File: config.mk
export PLATFORM = sky130hd
export DESIGN_NAME = ins_encoder_flat
export DESIGN_NICKNAME = d
export VERILOG_FILES = /design/src/rtl/ins_encoder_if.sv /design/src/rtl/ins_encoder.sv /design/src/flat_wrapper.sv
export SDC_FILE = /design/constraint.sdc
export NUM_CORES = 1
export LEC_CHECK = 0
export ABC_AREA = 0
export BUFFER_PORTS_ARGS = -buffer_cell sky130_fd_sc_hd__buf_2
export CAP_MARGIN = 20
export CORE_MARGIN = 4
export CORE_UTILIZATION = 39
export CTS_BUF_LIST = sky130_fd_sc_hd__clkbuf_8
export CTS_CLUSTER_DIAMETER = 150
export DETAILED_ROUTE_END_ITERATION = 16
export PLACE_DENSITY = 0.58
export SLEW_MARGIN = 20
export SYNTH_ARGS = -nofsm -noshare
export SYNTH_HDL_FRONTEND = slang
export SYNTH_SLANG_ARGS = --single-unit
File: constraint.sdc
create_clock -name clk_i -period 2.87 [get_ports clk_i]
set_clock_uncertainty 0.05 [all_clocks]
set_input_delay 0.1435 -clock clk_i [delete_from_list [all_inputs] [get_ports clk_i]]
set_output_delay 0.1435 -clock clk_i [all_outputs]
set_load 0.05 [all_outputs]
File: src/rtl/ins_encoder_if.sv
// ins_encoder_if -- request/response bundle for the RV32I instruction encoder.
//
// Request side (master -> slave):
//   req_valid_i / req_ready_o   handshake, transfer when both are high
//   req_class_i                 instruction class (0..12 legal, 13..15 illegal)
//   req_funct3_i, req_alt_i     funct3 and the funct7/EBREAK selector
//   req_regd_i/regs1_i/regs2_i  register addresses
//   req_imm_i                   immediate (P_XLEN bits), zimm for CSR-immediate
//   req_csr_addr_i              CSR address
// Word side (slave -> master):
//   ins_valid_o / ins_ready_i   handshake on the buffered head word
//   ins_o, ins_err_o            encoded word and its encode-error flag
interface ins_encoder_if #(
  parameter int P_XLEN = 32
) ();
  logic              req_valid_i;
  logic              req_ready_o;
  logic [3:0]        req_class_i;
  logic [2:0]        req_funct3_i;
  logic              req_alt_i;
  logic [4:0]        req_regd_i;
  logic [4:0]        req_regs1_i;
  logic [4:0]        req_regs2_i;
  logic [P_XLEN-1:0] req_imm_i;
  logic [11:0]       req_csr_addr_i;
  logic              ins_valid_o;
  logic              ins_ready_i;
  logic [31:0]       ins_o;
  logic              ins_err_o;

  modport master (
    output req_valid_i, req_class_i, req_funct3_i, req_alt_i, req_regd_i,
           req_regs1_i, req_regs2_i, req_imm_i, req_csr_addr_i, ins_ready_i,
    input  req_ready_o, ins_valid_o, ins_o, ins_err_o
  );

  modport slave (
    input  req_valid_i, req_class_i, req_funct3_i, req_alt_i, req_regd_i,
           req_regs1_i, req_regs2_i, req_imm_i, req_csr_addr_i, ins_ready_i,
    output req_ready_o, ins_valid_o, ins_o, ins_err_o
  );
endinterface

File: src/rtl/ins_encoder.sv
// ins_encoder -- packs decoded RV32I fields into a 32-bit instruction word.
//
// Ports:
//   clk_i    clock, all logic on the rising edge
//   reset_i  synchronous active-high reset; empties the buffer, clears ins_o
//   flush_i  drops every buffered word; blocks acceptance while high
//   bus      ins_encoder_if.slave: request handshake in, word handshake out
//
// The encoder is purely combinational on the request; the result is written
// into a 2-entry FIFO when the request is accepted. Out-of-range fields give
// ins_err_o=1 with an all-zero word. req_ready_o comes from registered state
// only, so the consumer's ready never reaches the producer combinationally.
module ins_encoder #(
  parameter int P_XLEN = 32
) (
  input  logic         clk_i,
  input  logic         reset_i,
  input  logic         flush_i,
  ins_encoder_if.slave bus
);
  localparam logic [3:0] CLS_LUI = 4'd0, CLS_AUIPC = 4'd1, CLS_JAL = 4'd2,
                         CLS_JALR = 4'd3, CLS_BRANCH = 4'd4, CLS_LOAD = 4'd5,
                         CLS_STORE = 4'd6, CLS_OPIMM = 4'd7, CLS_OP = 4'd8,
                         CLS_FENCE = 4'd9, CLS_CSR = 4'd10, CLS_CSRI = 4'd11,
                         CLS_SYS = 4'd12;

  localparam logic [6:0] OPC_LUI = 7'b0110111, OPC_AUIPC = 7'b0010111,
                         OPC_JAL = 7'b1101111, OPC_JALR = 7'b1100111,
                         OPC_BRANCH = 7'b1100011, OPC_LOAD = 7'b0000011,
                         OPC_STORE = 7'b0100011, OPC_OPIMM = 7'b0010011,
                         OPC_OP = 7'b0110011, OPC_FENCE = 7'b0001111,
                         OPC_SYSTEM = 7'b1110011;

  typedef enum logic [1:0] {
    BUF_EMPTY = 2'd0,
    BUF_ONE   = 2'd1,
    BUF_FULL  = 2'd2
  } buf_state_t;

  logic [P_XLEN-1:0] imm;
  logic [2:0]        f3;
  logic              alt;
  logic [4:0]        rd, rs1, rs2;

  assign imm = bus.req_imm_i;
  assign f3  = bus.req_funct3_i;
  assign alt = bus.req_alt_i;
  assign rd  = bus.req_regd_i;
  assign rs1 = bus.req_regs1_i;
  assign rs2 = bus.req_regs2_i;

  // A value fits an N-bit signed field when every bit from N-1 upward is a
  // copy of the sign bit.
  logic fits_i, fits_b, fits_j, fits_5;
  assign fits_i = (&imm[P_XLEN-1:11]) | ~(|imm[P_XLEN-1:11]);
  assign fits_b = (&imm[P_XLEN-1:12]) | ~(|imm[P_XLEN-1:12]);
  assign fits_j = (&imm[P_XLEN-1:20]) | ~(|imm[P_XLEN-1:20]);
  assign fits_5 = ~(|imm[P_XLEN-1:5]);

  logic [31:0] enc_word;
  logic        enc_err;

  always_comb begin
    enc_word = 32'h0;
    enc_err  = 1'b0;
    case (bus.req_class_i)
      CLS_LUI, CLS_AUIPC: begin
        enc_err  = |imm[11:0];
        enc_word = {imm[31:12], rd,
                    (bus.req_class_i == CLS_LUI) ? OPC_LUI : OPC_AUIPC};
      end
      CLS_JAL: begin
        enc_err  = ~fits_j | imm[0];
        enc_word = {imm[20], imm[10:1], imm[11], imm[19:12], rd, OPC_JAL};
      end
      CLS_JALR: begin
        enc_err  = (f3 != 3'd0) | ~fits_i;
        enc_word = {imm[11:0], rs1, f3, rd, OPC_JALR};
      end
      CLS_BRANCH: begin
        enc_err  = (f3 == 3'd2) | (f3 == 3'd3) | ~fits_b | imm[0];
        enc_word = {imm[12], imm[10:5], rs2, rs1, f3, imm[4:1], imm[11],
                    OPC_BRANCH};
      end
      CLS_LOAD: begin
        enc_err  = (f3 == 3'd3) | (f3 == 3'd6) | (f3 == 3'd7) | ~fits_i;
        enc_word = {imm[11:0], rs1, f3, rd, OPC_LOAD};
      end
      CLS_STORE: begin
        enc_err  = (f3 > 3'd2) | ~fits_i;
        enc_word = {imm[11:5], rs2, rs1, f3, imm[4:0], OPC_STORE};
      end
      CLS_OPIMM: begin
        if ((f3 == 3'd1) || (f3 == 3'd5)) begin
          // Shifts: shamt in imm[4:0], funct7 chosen by alt (SRAI only).
          enc_err  = ~fits_5 | (alt & (f3 != 3'd5));
          enc_word = {1'b0, alt, 5'b0, imm[4:0], rs1, f3, rd, OPC_OPIMM};
        end else begin
          enc_err  = alt | ~fits_i;
          enc_word = {imm[11:0], rs1, f3, rd, OPC_OPIMM};
        end
      end
      CLS_OP: begin
        enc_err  = alt & (f3 != 3'd0) & (f3 != 3'd5);
        enc_word = {1'b0, alt, 5'b0, rs2, rs1, f3, rd, OPC_OP};
      end
      CLS_FENCE: begin
        enc_word = {imm[11:0], rs1, f3, rd, OPC_FENCE};
      end
      CLS_CSR: begin
        enc_err  = (f3 == 3'd0) | f3[2];
        enc_word = {bus.req_csr_addr_i, rs1, f3, rd, OPC_SYSTEM};
      end
      CLS_CSRI: begin
        enc_err  = ~f3[2] | (f3 == 3'd4) | ~fits_5;
        enc_word = {bus.req_csr_addr_i, imm[4:0], f3, rd, OPC_SYSTEM};
      end
      CLS_SYS: begin
        // ECALL = 0x00000073, EBREAK sets bit 20.
        enc_word = {11'b0, alt, 20'h00073};
      end
      default: enc_err = 1'b1;
    endcase
    if (enc_err) enc_word = 32'h0;
  end

  // Output FIFO: head entry drives the outputs, tail holds the second word.
  buf_state_t  state_reg, state_next;
  logic [32:0] head_reg, head_next, tail_reg, tail_next;
  logic        req_ready, push, pop;

  assign req_ready = ~reset_i & ~flush_i & (state_reg != BUF_FULL);
  assign push      = bus.req_valid_i & req_ready;
  assign pop       = (state_reg != BUF_EMPTY) & bus.ins_ready_i;

  always_comb begin
    state_next = state_reg;
    head_next  = head_reg;
    tail_next  = tail_reg;
    if (flush_i) begin
      state_next = BUF_EMPTY;
    end else begin
      case (state_reg)
        BUF_EMPTY: begin
          if (push) begin
            head_next  = {enc_err, enc_word};
            state_next = BUF_ONE;
          end
        end
        BUF_ONE: begin
          if (push && pop) begin
            head_next = {enc_err, enc_word};
          end else if (push) begin
            tail_next  = {enc_err, enc_word};
            state_next = BUF_FULL;
          end else if (pop) begin
            state_next = BUF_EMPTY;
          end
        end
        BUF_FULL: begin
          // No push is possible here: ready is low while full.
          if (pop) begin
            head_next  = tail_reg;
            state_next = BUF_ONE;
          end
        end
        default: state_next = BUF_EMPTY;
      endcase
    end
  end

  always_ff @(posedge clk_i) begin
    if (reset_i) begin
      state_reg <= BUF_EMPTY;
      head_reg  <= 33'h0;
      tail_reg  <= 33'h0;
    end else begin
      state_reg <= state_next;
      head_reg  <= head_next;
      tail_reg  <= tail_next;
    end
  end

  assign bus.req_ready_o = req_ready;
  assign bus.ins_valid_o = (state_reg != BUF_EMPTY);
  assign bus.ins_o       = head_reg[31:0];
  assign bus.ins_err_o   = head_reg[32];
endmodule
File: src/flat_wrapper.sv
// flat-port wrapper written by rule: the top's interface ports become plain ports
module ins_encoder_flat 
#(
  parameter int P_XLEN = 32
)
  (clk_i, reset_i, flush_i, bus_req_valid_i, bus_req_class_i, bus_req_funct3_i, bus_req_alt_i, bus_req_regd_i, bus_req_regs1_i, bus_req_regs2_i, bus_req_imm_i, bus_req_csr_addr_i, bus_ins_ready_i, bus_req_ready_o, bus_ins_valid_o, bus_ins_o, bus_ins_err_o);
  ins_encoder_if #(.P_XLEN(P_XLEN)) bus_i ();
  input  logic clk_i;
  input  logic reset_i;
  input  logic flush_i;
  input wire logic [$bits(bus_i.req_valid_i)-1:0] bus_req_valid_i;
  input wire logic [$bits(bus_i.req_class_i)-1:0] bus_req_class_i;
  input wire logic [$bits(bus_i.req_funct3_i)-1:0] bus_req_funct3_i;
  input wire logic [$bits(bus_i.req_alt_i)-1:0] bus_req_alt_i;
  input wire logic [$bits(bus_i.req_regd_i)-1:0] bus_req_regd_i;
  input wire logic [$bits(bus_i.req_regs1_i)-1:0] bus_req_regs1_i;
  input wire logic [$bits(bus_i.req_regs2_i)-1:0] bus_req_regs2_i;
  input wire logic [$bits(bus_i.req_imm_i)-1:0] bus_req_imm_i;
  input wire logic [$bits(bus_i.req_csr_addr_i)-1:0] bus_req_csr_addr_i;
  input wire logic [$bits(bus_i.ins_ready_i)-1:0] bus_ins_ready_i;
  output wire logic [$bits(bus_i.req_ready_o)-1:0] bus_req_ready_o;
  output wire logic [$bits(bus_i.ins_valid_o)-1:0] bus_ins_valid_o;
  output wire logic [$bits(bus_i.ins_o)-1:0] bus_ins_o;
  output wire logic [$bits(bus_i.ins_err_o)-1:0] bus_ins_err_o;
  assign bus_i.req_valid_i = bus_req_valid_i;
  assign bus_i.req_class_i = bus_req_class_i;
  assign bus_i.req_funct3_i = bus_req_funct3_i;
  assign bus_i.req_alt_i = bus_req_alt_i;
  assign bus_i.req_regd_i = bus_req_regd_i;
  assign bus_i.req_regs1_i = bus_req_regs1_i;
  assign bus_i.req_regs2_i = bus_req_regs2_i;
  assign bus_i.req_imm_i = bus_req_imm_i;
  assign bus_i.req_csr_addr_i = bus_req_csr_addr_i;
  assign bus_i.ins_ready_i = bus_ins_ready_i;
  assign bus_req_ready_o = bus_i.req_ready_o;
  assign bus_ins_valid_o = bus_i.ins_valid_o;
  assign bus_ins_o = bus_i.ins_o;
  assign bus_ins_err_o = bus_i.ins_err_o;
  ins_encoder #(.P_XLEN(P_XLEN)) u_core (.clk_i(clk_i), .reset_i(reset_i), .flush_i(flush_i), .bus(bus_i));
endmodule
# Yosys cells after proc, flatten, opt, wreduce, memory -nomap -nowiden
# Cells that the tools add are included.
# totals
ff_bits	68
inputBits	72
output_inout_bits	35
wordCells	104
# classes
magnitude_cmp	1
n_eq_ne	28
muxes	16
n_bitwise	34
reduce_logical	22
# ops
cell	count
$pmux 32 s12	1
$mux 33	3
$pmux 33 s3	1
$mux 32	2
$reduce_or 27->1	1
$reduce_or 12->1	2
$reduce_and 21->1	1
$reduce_or 21->1	1
$eq 4x4->1 const B	5
$reduce_and 20->1	1
$reduce_or 20->1	1
$or 1x1->1	17
$eq 4x3->1 const B	4
$eq 3x3->1 const B	4
$reduce_and 12->1	1
$pmux 1 s11	1
$mux 2	5
$not 1->1	10
$eq 4x2->1 const B	2
$reduce_and 4->1	2
$and 1x1->1	7
$eq 3x2->1 const B	2
$mux 6	1
$ne 2x1->1 const B	3
19 further kinds	23

# Longest topological paths before layout
# logic_depth
ltp_word	10
depth_mapped	11

# Least setup slack after synthesis
# Ideal clock, no wire load.
# synth_path
path_kind	input to register
startpoint	input bus_req_imm_i[1]
endpoint	register u_core.head_reg[25]
arrival_time_ps	2145
t_required_ps	2737
setup_slack_ps	592
path_stages	8
path_buffers	2
cell_sequence	or4_1 > o41ai_2 > o221ai_2 > nor4_4 > nand3_2 > buf_6 > buf_6 > o31ai_4
# synth_via
elab_chain_cells	5
# synth_lines
item	line	text
start: declaration	flat_wrapper.sv:18	input wire logic [$bits(bus_i.req_imm_i)-1:0] bus_req_imm_i;
$reduce_or 12->1 (*)	ins_encoder.sv:68	enc_err = |imm[11:0];
$pmux 1 s11 (*)	ins_encoder.sv:66	case (bus.req_class_i)
$mux 32 (*)	ins_encoder.sv:124	if (enc_err) enc_word = 32'h0;
$mux 33 (on tied branches)	ins_encoder.sv:151, ins_encoder.sv:145	
$pmux 33 s3 (*)	ins_encoder.sv:143	case (state_reg)
end signal: assignment	ins_encoder.sv:179	head_reg <= head_next;
end: declaration	ins_encoder.sv:129	logic [32:0] head_reg, head_next, tail_reg, tail_next;
# Mark *: on every way between the ends. The rest lies on a longest branch, timed or not. The select of a mux whose other input is x is not followed.
# A chain may end at the register's enable or synchronous reset.

# Worst setup path in the final report
# layout_path
startpoint	input bus_req_imm_i[16]
endpoint	register u_core.tail_reg[4]
# layout_via
elab_chain_cells	8
# layout_lines
item	line	text
$reduce_or 21->1 / $reduce_or 20->1 (equally long branches)	ins_encoder.sv:55, ins_encoder.sv:56	
$not 1->1 (on tied branches)	ins_encoder.sv:55, ins_encoder.sv:56	
$or 1x1->1 (on tied branches)	ins_encoder.sv:55, ins_encoder.sv:56	
$not 1->1 (on tied branches)	-	
$or 1x1->1 (on tied branches)	ins_encoder.sv:99, ins_encoder.sv:81	
$mux 1 / $or 1x1->1 (equally long branches)	ins_encoder.sv:94, ins_encoder.sv:81	
$pmux 1 s11 (*)	ins_encoder.sv:66	
$mux 32 (*)	ins_encoder.sv:124	
end signal: assignment	ins_encoder.sv:180	tail_reg <= tail_next;
end: declaration	ins_encoder.sv:129	
# Mark *: on every way between the ends. The rest lies on a longest branch, timed or not.

==> implementation parameters <==
Parameter                              Value

Place
  Estimated wirelength of the detail-placed design ... 9690 um
  Number of port buffers ... 106
  Final weighted congestion in routability-driven placement ... 0.890
  Cell count after placement ... 710
  Placement-stage cell area ... 0.00454 sq mm

Layout
  Final Cell Area ... 0.00473 sq mm
  Count of nets after finishing ... 662
  Fill cell instance count of the final layout ... 1021
  Area growth syn-to-layout ... 22.0%
  Most frequent standard cell in the layout excluding fill and tap cells ... buf_2
  Post-route core utilization ... 48.6%
  Layout cell share with drive strength beyond 1 ... 27.2%
  Top library cells by usage in the layout, fill and taps aside ... buf_2 (106), dfxtp_1 (66), nor2_1 (56)
  Post-Layout Cell Count ... 728
  N_diodes ... 0

Floorplanning
  Number of standard-cell rows in the floorplan ... 36
  Starting density of the core ... 39.8%
  Chip Height ... 108 um
  Core Area ... 0.00973 sq mm
  IO Pins ... 107
  Die Span X ... 108 um
  Die area ... 0.0116 sq mm

Synthesis
  Net count after synthesis ... 569
  Synthesis warning total ... 0
  Prevailing post-synth register cell ... dfxtp_1
  Count of different cell masters after synthesis ... 61
  Count of state elements after synthesis ... 66
  Count of flip-flops with a built-in enable after synthesis ... 0
  Synth Instances ... 497
  Portion of the post-synthesis area used by sequential elements ... 34.1%
  Mean Syn Cell Area ... 7.79 sq um
  Share of synthesized registers carrying an async set or reset ... 0%
  Area of the mapped netlist ... 0.00387 sq mm

Setup path
  Data required time at the worst endpoint ... 3.09 ns
  Worst R2R Setup Slack ... 0.74 ns
  Critical path launch point type ... primary input
  Class of the most critical setup path ... in2reg
  Kind of capture point of the worst setup path ... flip-flop
  Worst endpoint data arrival time ... 2.45 ns
  Crit path max fanout ... 18

Power
  Pwr dens ... 473 mW/mm^2
  Cell-internal power ... 1.47 mW
  Maximum ir drop on the vdd rail ... 0.192 mV
  Total power after layout ... 2.24 mW
  Static power due to leakage ... 1.90 nW
  Fraction of power consumed by the clock network ... 30.4%
  Net switching fraction of the power ... 34.2%
  Power share of the sequential group ... 43.4%
  Power spent charging and discharging nets ... 766 uW
  Combinational Power Share ... 26.2%

Clocking
  Number of gates resized after CTS ... 0
  CTS H-tree lvls ... 3
  Total clock buffers created by CTS ... 9
  Clock transition at the registers of the reported paths ... 0.07 ns
  CTS tree ... built
  Clock tree buffer depth ... 2
  Number of sinks driven by the clock tree ... 66
  Post-CTS setup buffer count ... 0
  Number of hold-repair buffers added at the cts stage ... 2
  Clk root buf ... clkbuf_8
  Clock network latency to the later pin of the worst-skew pair ... 0.35 ns

GRT
  Initial antenna violation count ... 0
  Gr usage total ... 22.2%
  Vias in the first global route ... 3848
  Wire length of the first global-routing pass ... 20400 um
  Largest net degree at the start of global routing ... 40
  Global-route congestion overflow total ... 0

STA
  Peak clock frequency supported by timing ... 0.447 GHz
  Setup_tns ... 0 ns
  Fin. max-slew vios ... 0
  RSZ-0062 raised after global routing ... false
  Number of endpoints failing setup at the final stage ... 0
  Time the worst path needs with I/O delays and setup ... 2.24 ns
  Headroom to the max-slew limit ... 50.2%
  Share of the clock period used by the worst path ... 77.9%
  Final-report hold violation count ... 0
  Worst Tran Pin Value ... 0.747 ns

Drt
  Initial detailed-routing violation count ... 304
  Post-route DRC violation count ... 0
  Routed Wire Length ... 12900 um
  Routed length per instance ... 17.7 um
  Antenna violation net count after detailed routing ... 0
  DRT Pass-1 Iters ... 5
  Total via count after detailed routing ... 4184
  Detailed-route vias per instance ... 5.75

Flow run
  Maximum Capacitance Violations ... 0

Min path
  Worst min-delay path class ... in2reg

Outcome
  Result of the run ... finished clean
==> routing by layer <==
layer  vias up  share of wire (%)  global-route usage [%]
li1       2059                  -                       -
met1      1940                 45                    30.5
met2       160                 47                    35.3
met3        25                6.2                    2.40
met4         0                2.6                    9.47
met5         -                  0                       0
==> power groups by stage <==
| stage | clock [mW] | sequential, mW | combinational [mW] |
|---|---|---|---|
| floorplan | 0 | 1.10 | 0.278 |
| global placement | 0 | 0.991 | 0.580 |
| global route | 0.729 | 0.975 | 0.635 |
| finish | 0.680 | 0.971 | 0.587 |
| detailed placement | 0 | 0.992 | 0.584 |
| CTS | 0.702 | 0.971 | 0.587 |
==> kinds of logic after synthesis <==
group	after synthesis	synth area share [%]
compound gates	182	33.0
buf+inv	49	5.30
flops	66	34.1
mux	12	3.33
simple gates	188	24.3
==> cell usage after synthesis (all sizes together), types with 7 or more instances <==
library cell,count,share of area (%)
a21oi,48,6.2
a222oi,9,2.3
a22oi,12,2.3
a32o,7,1.8
buf,10,1.5
clkbuf,34,3.3
dfxtp,66,34
mux2,7,2.0
nand2,48,4.7
nand2b,9,1.5
nor2,57,5.5
nor2b,9,1.5
nor3,7,0.90
nor4,10,2.2
o21ai,39,5.0
o31ai,24,5.8
o32ai,7,1.6
or3,24,3.9
==> critical path, cell delays in order <==
cell and delay [ns]:
buf_2 0.12, nor4_1 0.37, nand3b_1 0.23, a2111oi_0 0.41, nor4_1 0.16, nor4_4 0.32, buf_4 0.22, nand2_1 0.08
buf_4 0.22, o21ai_0 0.18
==> layout make-up <==
| cell class | instances | area [sq um] | share of cell area (%) |
|---|---|---|---|
| sequential | 66 | 1320 | 28.0 |
| inverter | 5 | 18.8 | 0.397 |
| tap | 133 | 166 | 3.52 |
| multi-input combinational | 382 | 2350 | 49.8 |
| clock buffer | 10 | 138 | 2.91 |
| clock inverter | 6 | 32.5 | 0.688 |
| timing repair buffer | 126 | 698 | 14.8 |
==> worst paths after layout <==
kind | cells after the start | start | endpoint
worst max-delay path | 10 | bus_req_imm_i[16] | u_core.tail_reg[4]
worst min-delay path | 3 | flush_i | u_core.state_reg[0]
worst max register to register | 7 | u_core.state_reg[0] | u_core.head_reg[16]
worst min register to register | 2 | u_core.tail_reg[20] | u_core.tail_reg[20]
==> through the flow <==
step / hold slack, ns / setup WS (ns)
floorplan: 0.170 / 0.592
global placement: 0.325 / 0.332
detailed placement: 0.330 / 0.296
CTS: 0.0846 / 0.636
global route: 0.115 / 0.344
finish: 0.106 / 0.635
No activity file was read; power rests on OpenSTA's default activity.
